**src/rtl/keypad_scan.sv**
```systemverilog
`default_nettype none
// ============================================================================
//  Module   : keypad_scan
//  Purpose  : 4x4 matrix keypad scanner with debounced press/release
//             detection on a slow scan clock. One column is driven low per
//             4-clock slot; rows are synchronized and sampled once per slot.
//  Ports    : clk_lo_freq  in   scan clock, rising edge
//             rst          in   synchronous active-high reset
//             row_pin[3:0] in   rows, active low, asynchronous
//             col_pin[3:0] out  column drive, exactly one bit low
//             key_code[3:0]out  {row_idx, col_idx} of last accepted key
//             key_valid    out  one-clock strobe per accepted key event
//             key_held     out  accepted key still pressed
//  Options  : KEYPAD_REPEAT_EN - auto-repeat key_valid while a key is held
//             (REPEAT_DLY slots to first repeat, REPEAT_PER slots after)
//  Revision : 1.0 - initial release
// ============================================================================
module keypad_scan #(
    parameter int DEBOUNCE_CNT = 4,
    parameter int REPEAT_DLY   = 32,
    parameter int REPEAT_PER   = 8
) (
    input  logic       clk_lo_freq,
    input  logic       rst,
    input  logic [3:0] row_pin,
    output logic [3:0] col_pin,
    output logic [3:0] key_code,
    output logic       key_valid,
    output logic       key_held
);

    typedef enum logic [1:0] {
        SCAN     = 2'd0,
        DEBOUNCE = 2'd1,
        PRESSED  = 2'd2,
        RELEASE  = 2'd3
    } state_t;

    localparam logic [3:0] c_deb_cnt   = 4'(DEBOUNCE_CNT);
    localparam logic [3:0] c_rows_idle = 4'b1111;

    // Parameter sanity checks resolved at elaboration.
    if (DEBOUNCE_CNT < 1 || DEBOUNCE_CNT > 15) begin : g_bad_debounce
        $error("keypad_scan: DEBOUNCE_CNT must be 1..15");
    end
    if (REPEAT_DLY < 1 || REPEAT_DLY > 255 || REPEAT_PER < 1 || REPEAT_PER > 255) begin : g_bad_repeat
        $error("keypad_scan: REPEAT_DLY/REPEAT_PER must be 1..255");
    end

    // Registered state
    state_t     r_state;
    logic [3:0] r_sync_meta;
    logic [3:0] r_row_sync;
    logic [1:0] r_slot;
    logic [1:0] r_col_idx;
    logic [1:0] r_row_idx;
    logic [3:0] r_pattern;
    logic [3:0] r_deb_cnt;
    logic [3:0] r_key_code;
    logic       r_key_valid;

    // Next-state values
    state_t     w_state_next;
    logic [1:0] w_col_idx_next;
    logic [1:0] w_row_idx_next;
    logic [3:0] w_pattern_next;
    logic [3:0] w_deb_cnt_next;
    logic [3:0] w_key_code_next;
    logic       w_key_valid_next;

    logic       w_sample;
    logic       w_rows_idle;
    logic [3:0] w_deb_inc;

`ifdef KEYPAD_REPEAT_EN
    localparam logic [7:0] c_rep_dly = 8'(REPEAT_DLY);
    localparam logic [7:0] c_rep_per = 8'(REPEAT_PER);
    logic [7:0] r_rep_cnt;
    logic       r_rep_first;
    logic [7:0] w_rep_cnt_next;
    logic       w_rep_first_next;
    logic [7:0] w_rep_inc;
    assign w_rep_inc = r_rep_cnt + 8'd1;
`endif

    // Rows are only trusted on the last clock of a slot, giving the freshly
    // driven column three clocks to propagate through the synchronizer.
    assign w_sample    = (r_slot == 2'd3);
    assign w_rows_idle = (r_row_sync == c_rows_idle);
    assign w_deb_inc   = r_deb_cnt + 4'd1;

    function automatic logic [1:0] lowest_low_row(input logic [3:0] rows);
        if (!rows[0])      return 2'd0;
        else if (!rows[1]) return 2'd1;
        else if (!rows[2]) return 2'd2;
        else               return 2'd3;
    endfunction

    always_comb begin
        w_state_next     = r_state;
        w_col_idx_next   = r_col_idx;
        w_row_idx_next   = r_row_idx;
        w_pattern_next   = r_pattern;
        w_deb_cnt_next   = r_deb_cnt;
        w_key_code_next  = r_key_code;
        w_key_valid_next = 1'b0;
`ifdef KEYPAD_REPEAT_EN
        w_rep_cnt_next   = r_rep_cnt;
        w_rep_first_next = r_rep_first;
`endif
        if (w_sample) begin
            case (r_state)
                SCAN: begin
                    if (!w_rows_idle) begin
                        // Column stays frozen while this key is qualified.
                        w_row_idx_next = lowest_low_row(r_row_sync);
                        w_pattern_next = r_row_sync;
                        w_deb_cnt_next = 4'd1;
                        if (c_deb_cnt == 4'd1) begin
                            w_state_next     = PRESSED;
                            w_key_code_next  = {w_row_idx_next, r_col_idx};
                            w_key_valid_next = 1'b1;
`ifdef KEYPAD_REPEAT_EN
                            w_rep_cnt_next   = 8'd0;
                            w_rep_first_next = 1'b1;
`endif
                        end else begin
                            w_state_next = DEBOUNCE;
                        end
                    end else begin
                        w_col_idx_next = r_col_idx + 2'd1;
                    end
                end
                DEBOUNCE: begin
                    if (r_row_sync == r_pattern) begin
                        w_deb_cnt_next = w_deb_inc;
                        if (w_deb_inc == c_deb_cnt) begin
                            w_state_next     = PRESSED;
                            w_key_code_next  = {r_row_idx, r_col_idx};
                            w_key_valid_next = 1'b1;
`ifdef KEYPAD_REPEAT_EN
                            w_rep_cnt_next   = 8'd0;
                            w_rep_first_next = 1'b1;
`endif
                        end
                    end else begin
                        w_state_next   = SCAN;
                        w_col_idx_next = r_col_idx + 2'd1;
                        w_deb_cnt_next = 4'd0;
                    end
                end
                PRESSED: begin
                    // Any non-idle pattern (including a second key on the
                    // frozen column) keeps the current key held.
                    if (w_rows_idle) begin
                        w_deb_cnt_next = 4'd1;
                        if (c_deb_cnt == 4'd1) begin
                            w_state_next   = SCAN;
                            w_col_idx_next = r_col_idx + 2'd1;
                            w_deb_cnt_next = 4'd0;
                        end else begin
                            w_state_next = RELEASE;
                        end
                    end else begin
`ifdef KEYPAD_REPEAT_EN
                        if (w_rep_inc == (r_rep_first ? c_rep_dly : c_rep_per)) begin
                            w_key_valid_next = 1'b1;
                            w_rep_cnt_next   = 8'd0;
                            w_rep_first_next = 1'b0;
                        end else begin
                            w_rep_cnt_next = w_rep_inc;
                        end
`endif
                    end
                end
                RELEASE: begin
                    if (w_rows_idle) begin
                        w_deb_cnt_next = w_deb_inc;
                        if (w_deb_inc == c_deb_cnt) begin
                            w_state_next   = SCAN;
                            w_col_idx_next = r_col_idx + 2'd1;
                            w_deb_cnt_next = 4'd0;
                        end
                    end else begin
                        // Chatter during release: back to held, no new event.
                        w_state_next   = PRESSED;
                        w_deb_cnt_next = 4'd0;
`ifdef KEYPAD_REPEAT_EN
                        w_rep_cnt_next   = 8'd0;
                        w_rep_first_next = 1'b1;
`endif
                    end
                end
                default: w_state_next = SCAN;
            endcase
        end
    end

    always_ff @(posedge clk_lo_freq) begin
        if (rst) begin
            r_state     <= SCAN;
            r_sync_meta <= c_rows_idle;
            r_row_sync  <= c_rows_idle;
            r_slot      <= 2'd0;
            r_col_idx   <= 2'd0;
            r_row_idx   <= 2'd0;
            r_pattern   <= c_rows_idle;
            r_deb_cnt   <= 4'd0;
            r_key_code  <= 4'd0;
            r_key_valid <= 1'b0;
`ifdef KEYPAD_REPEAT_EN
            r_rep_cnt   <= 8'd0;
            r_rep_first <= 1'b1;
`endif
        end else begin
            r_state     <= w_state_next;
            r_sync_meta <= row_pin;
            r_row_sync  <= r_sync_meta;
            r_slot      <= r_slot + 2'd1;
            r_col_idx   <= w_col_idx_next;
            r_row_idx   <= w_row_idx_next;
            r_pattern   <= w_pattern_next;
            r_deb_cnt   <= w_deb_cnt_next;
            r_key_code  <= w_key_code_next;
            r_key_valid <= w_key_valid_next;
`ifdef KEYPAD_REPEAT_EN
            r_rep_cnt   <= w_rep_cnt_next;
            r_rep_first <= w_rep_first_next;
`endif
        end
    end

    assign col_pin   = ~(4'b0001 << r_col_idx);
    assign key_code  = r_key_code;
    assign key_valid = r_key_valid;
    assign key_held  = (r_state == PRESSED) || (r_state == RELEASE);

endmodule
`default_nettype wire
```
**config.mk**
```make
export PLATFORM = sky130hd
export DESIGN_NAME = keypad_scan
export DESIGN_NICKNAME = d
export VERILOG_FILES = /design/src/rtl/keypad_scan.sv
export SDC_FILE = /design/constraint.sdc
export NUM_CORES = 1
export LEC_CHECK = 0
export BUFFER_PORTS_ARGS = -buffer_cell sky130_fd_sc_hd__buf_2
export CAP_MARGIN = 20
export CORE_ASPECT_RATIO = 1.75
export CORE_MARGIN = 4
export CORE_UTILIZATION = 50
export DETAILED_ROUTE_END_ITERATION = 8
export GPL_ROUTABILITY_DRIVEN = 0
export PLACE_DENSITY = 0.69
export SYNTH_ARGS = -nofsm -noshare
export SYNTH_HDL_FRONTEND = slang
export SYNTH_SLANG_ARGS = --single-unit
export TNS_END_PERCENT = 100
```
**constraint.sdc**
```tcl
create_clock -name clk_lo_freq -period 1.9 [get_ports clk_lo_freq]
set_input_delay 0.19 -clock clk_lo_freq [delete_from_list [all_inputs] [get_ports clk_lo_freq]]
set_output_delay 0.19 -clock clk_lo_freq [all_outputs]
set_load 0.03 [all_outputs]
```
# ---- Yosys cells after proc, flatten, opt, wreduce, memory -nomap -nowiden
# Index checks and enable logic that the tools add are counted.
dict set report word_totals {
  reg_bits 29
  output_inout_bits 10
  in_bits 6
}
dict set report classes {
  eq_ne 15
  shift 1
  n_bitwise 5
  n_mux 22
  n_addsub 3
  reduce_logical 9
}
# op count
set ops {}
lappend ops {{two-way mux 2 bit} 12}
lappend ops {{two-way mux 4 bit} 5}
lappend ops {{one-hot mux 4 bit (4 select lines)} 1}
lappend ops {{!= test 2 bit (second input constant)} 6}
lappend ops {{one-hot mux 2 bit (4 select lines)} 1}
lappend ops {{== test 2 bit (second input constant)} 3}
lappend ops {{!= test 3 bit (second input constant)} 2}
lappend ops {{one-hot mux 2 bit (3 select lines)} 1}
lappend ops {{AND reduction 3 bit} 2}
lappend ops {{AND reduction 6 bit} 1}
lappend ops {{AND reduction 5 bit} 1}
lappend ops {{adder 2 x 1 -> 2 bit (second input constant)} 2}
lappend ops {{adder 4 x 1 -> 4 bit (second input constant)} 1}
lappend ops {{== test 4 x 3 -> 1 bit (second input constant)} 1}
lappend ops {{== test 4 bit} 1}
lappend ops {{== test 4 bit (second input constant)} 1}
lappend ops {{NOT 1 bit} 4}
lappend ops {{NOT 4 bit} 1}
lappend ops {{AND reduction 4 bit} 1}
lappend ops {{OR reduction 4 bit} 1}
lappend ops {{<< shifter 1 x 2 -> 4 bit (first input constant)} 1}
lappend ops {{nonzero test 3 bit} 1}
lappend ops {{== test 2 x 1 -> 1 bit (second input constant)} 1}
lappend ops {{zero test 2 bit} 1}
lappend ops {{2 further kinds} 3}

# ---- Longest topological paths before layout
dict set report depth {
  depth_word 5
  mapped_depth 7
  ltp_nobuf 6
}

# ---- Worst setup path before layout
# No wires, ideal clock.
dict set report synth_timing {
  path_type {reg-to-reg}
  from {register r_deb_cnt[0]}
  to {register r_key_code[0] (netlist: key_code[0])}
  required_ns 1.772
  arrival_ns 1.568
  path_stages_with_launch 8
  setup_slack_ns 0.205
  period_less_slack_ns 1.695
  setup_ns 0.128
  path_cell_list {dfxtp_1 ha_1 nor3b_1 nand2_1 or3_1 buf_2 mux2i_1 nor2_1}
}
dict set report synth_via {
  elab_chain_len 3
}
# element line_no
set synth_lines {}
lappend synth_lines {{start: declaration} 58} ;# logic [3:0] r_deb_cnt;
lappend synth_lines {{start signal: assignment} 223} ;# r_deb_cnt <= w_deb_cnt_next;
lappend synth_lines {{adder 4 x 1 -> 4 bit} 90} ;# assign w_deb_inc = r_deb_cnt + 4'd1;
lappend synth_lines {{== test 4 x 3 -> 1 bit} 137} ;# if (w_deb_inc == c_deb_cnt) begin
lappend synth_lines {{AND reduction 4 bit (no source line)} --}
lappend synth_lines {{end signal: assignment} 224} ;# r_key_code <= w_key_code_next;
lappend synth_lines {{end: declaration} 59} ;# logic [3:0] r_key_code;
# No other way between the ends.
# A chain may end at the register's enable or synchronous reset.

# ---- Worst setup path after layout
dict set report layout_timing {
  from {register r_row_sync[1]}
  to {register r_col_idx[0]}
}
dict set report layout_via {
  elab_chain_len 3
  word_cells_on_any_way 6
  cone_classes {eq/ne (5); reduce/logical (1)}
}
# element line_no
set layout_lines {}
lappend layout_lines {{start: declaration} 53} ;# logic [3:0] r_row_sync;
lappend layout_lines {{start signal: assignment} 203} ;# r_row_sync <= c_rows_idle;
lappend layout_lines {{start signal: assignment} 218} ;# r_row_sync <= r_sync_meta;
lappend layout_lines {{== test 4 bit (on tied branches)} {135, 89}}
lappend layout_lines {{!= test 2 bit (no source line)} --}
lappend layout_lines {{AND reduction 6 bit (no source line) (*)} --}
lappend layout_lines {{end signal: assignment} 220} ;# r_col_idx <= w_col_idx_next;
lappend layout_lines {{end: declaration} 55} ;# logic [1:0] r_col_idx;
# Every way passes the cells marked *; elsewhere a longest branch is shown, timed or not.

==> impl_results.md <==
* DIE WIDTH at 46.32 um
* Syn_nets at 157
* Worst Hold Class: in2reg
* Status: completed
* Leading cell type in the layout, fill and taps excluded: dfxtp_1
* Global-route wire length before repair at 4298 um
* # DRC at 0
* H-tree depth at 2
* Total gr overflow at 0
* Synth Warn # at 0
* Row cnt at 24
* Dpl cells at 181
* Layout Cells excl Fill at 189
* Met3 wire len at 84 um
* Port bufs at 15
* Period utilization at 94.04%
* CTS clock-pin slew for the worst setup and hold paths at 0.06 ns
* Antenna violations before repair at 0
* Critical Path Fanout Max at 6
* Die Area at 3477 sq um
* Period minus WS final at 1.787 ns
* # diodes at 0
* Routed WL at 2507 um
* Final Util at 60.39%
* Hpwl dp at 1806 um
* Cell area after layout at 1505 sq um
* Starting Density at 51.56%
* Tot GR Track Use at 17.28%
* Static Leak at 0.6527 nW
* CTS tree: done
* CP Capture Type: register
* CTS Buf Count at 5
* Share of cells above drive strength 1 at 25.77%
* Most area-hungry cell type in the Yosys netlist: dfxtp_1
* Avg Cell Area, Syn at 8.862 sq um
* Max Clock Skew at 0.004377 ns
* Worst-margin pin slew at 0.5737 ns
* Setup TNS at 0 ns
* DR iter-0 viols at 47
* Max VDD drop at 0.6003 mV
* Clk buf depth at 2
* Seq/Total Area, Yosys at 45.18%
* Slew Limit Fails at 0
* Crit path kind: reg2reg
* P per Cell Area at 850.4 nW/um^2
* Maximum clock frequency at 559.7 MHz
* Largest net degree at the start of global routing at 32
* Area delta synth->final at 17.14%
* Vias in the first global route at 983
* Final setup fails at 0
* Share of the synthesized area in the top cell type at 45.18%
* Hold Vio Cnt, Final at 0
* Placed inst area at 1386 sq um
* Relative slew slack at 61.66%
* DRT Pass-1 Iters at 4
* Post-Synthesis Cells at 145
* Commonest cells after routing, fill and taps aside: dfxtp_1 (29), nand2_1 (16), buf_2 (15), nor2_1 (10)
* Worst setup SP type: register
* Post-route ant nets at 0
* Nets at 174
* DR WL met2 at 1375 um
* Vias/cell at 5.503
* Area of the core at 2492 sq um
* RSZ-0062 raised after global routing: no
* Met1 WL at 949 um
* Uppermost layer routed: met4
* Seq cells post-synth at 29
* Clock sink count at 29
* WP data arrival at 1.95 ns
* Top post-synthesis cells by area: dfxtp_1 (45%), ha_1 (5.8%), nand2_1 (4.7%)
* CTS root buffer: clkbuf_8
* Later-pin clock latency in the skew report at 0.28 ns
* DR vias at 1,040
* Max Cap Viol at 0
* CP Data Required Time at 2.06 ns
* Hold buffers post-CTS at 0
* Synthesized cell area at 1285 sq um
* I/O pin cnt at 16
* WL per Instance at 13.26 um
* Die Y at 75.06 um
* Distinct cells, synth at 33
[per-stage QoR]
stage / hold slack [ns] / total power, W / setup slack [ns]
5_1_grt: 0.08306 / 0.001340 / 0.02047
3_3_place_gp: 0.3740 / 0.0007384 / 0.09140
2_1_floorplan: 0.2938 / 0.0007192 / 0.2048
6_report: 0.08912 / 0.001280 / 0.1132
4_1_cts: 0.08091 / 0.001292 / 0.08608
3_5_place_dp: 0.3745 / 0.0007424 / -0.07428
[cells in the mapped netlist]
library cell / n
xnor2_1: 5
and4_1: 1
nor3_1: 1
nor2b_1: 4
nand2b_1: 3
nand2_1: 16
dfxtp_1: 29
a2bb2oi_1: 1
nand3_1: 5
a211oi_1: 2
a21oi_1: 8
mux2i_1: 5
buf_2: 2
inv_1: 8
clkbuf_1: 7
o21bai_1: 1
or3_1: 2
and3_1: 1
ha_1: 6
xor2_1: 1
o22ai_1: 1
or2_2: 8
nor4b_2: 1
inv_2: 1
a221oi_1: 1
nand3b_1: 5
o21ai_0: 4
nor2_1: 10
nand4_1: 2
mux2_2: 1
nor3b_1: 1
a2111oi_0: 1
o2111ai_1: 1
[metal layers]
layer  up-vias  track usage (%)
li1        515                -
met1       496            18.90
met2        19            27.76
met3        10            5.024
met4         0            11.71
met5         -                0
[final cells by class]
class                           instances  area, sq um
Fill cell                             230        987.2
Inverter                                9        33.78
Clock buffer                            7        96.34
Tap cell                               26        32.53
Multi-Input combinational cell         98        651.9
Clock inverter                          1        5.005
Sequential cell                        29        580.6
Timing Repair Buffer                   19        105.1
[final timing paths]
kind | depth (start not counted) | endpoint | start | slack, ns
max | 5 | r_col_idx[0] | r_row_sync[1] | 0.11
min | 2 | r_sync_meta[3] | row_pin[3] | 0.09
max reg2reg | 5 | r_col_idx[0] | r_row_sync[1] | 0.11
min reg2reg | 1 | r_row_sync[3] | r_sync_meta[3] | 0.41
[critical path: stages (launching register included)]
cell       delay, ns
dfxtp_1         0.42
and4_2          0.35
nand2_1         0.10
a2bb2oi_1       0.22
and3_1          0.24
mux2_2          0.34
[repair_timing]
action,in CTS,in global routing
buffers inserted,0,0
resized for setup,2,3
endpoints found under the setup margin,1,6
[power by group]
part | internal [W] | switching (W) | total [W]
combinational | 0.0000403 | 0.0000544 | 0.0000947
clock | 0.000326 | 0.000221 | 0.000547
sequential | 0.000627 | 0.0000115 | 0.000638
[cells by family (layout without fill, tap and decap cells)]
logic type / count (synthesis) / in the layout / share of synthesized area (%)
DFF: 29 / 29 / 45.18
xor gates and xnor gates: 6 / 6 / 4.090
buffers and inverters: 18 / 36 / 5.453
and+or+nand+nor: 60 / 60 / 25.02
adders and majority gates: 6 / 6 / 5.842
muxes: 6 / 6 / 4.771
AOI/OAI and AO/OA: 20 / 20 / 9.641
[flip-flops by register name (all words and copies together), names as in the netlist]
| signal | flops |
|---|---|
| r_deb_cnt | 4 |
| r_slot | 2 |
| r_pattern | 4 |
| r_row_sync | 4 |
| r_row_idx | 2 |
| key_valid | 1 |
| r_sync_meta | 4 |
| key_code | 4 |
| r_col_idx | 2 |
| r_state | 2 |
Power figures use the tool's default switching activity.
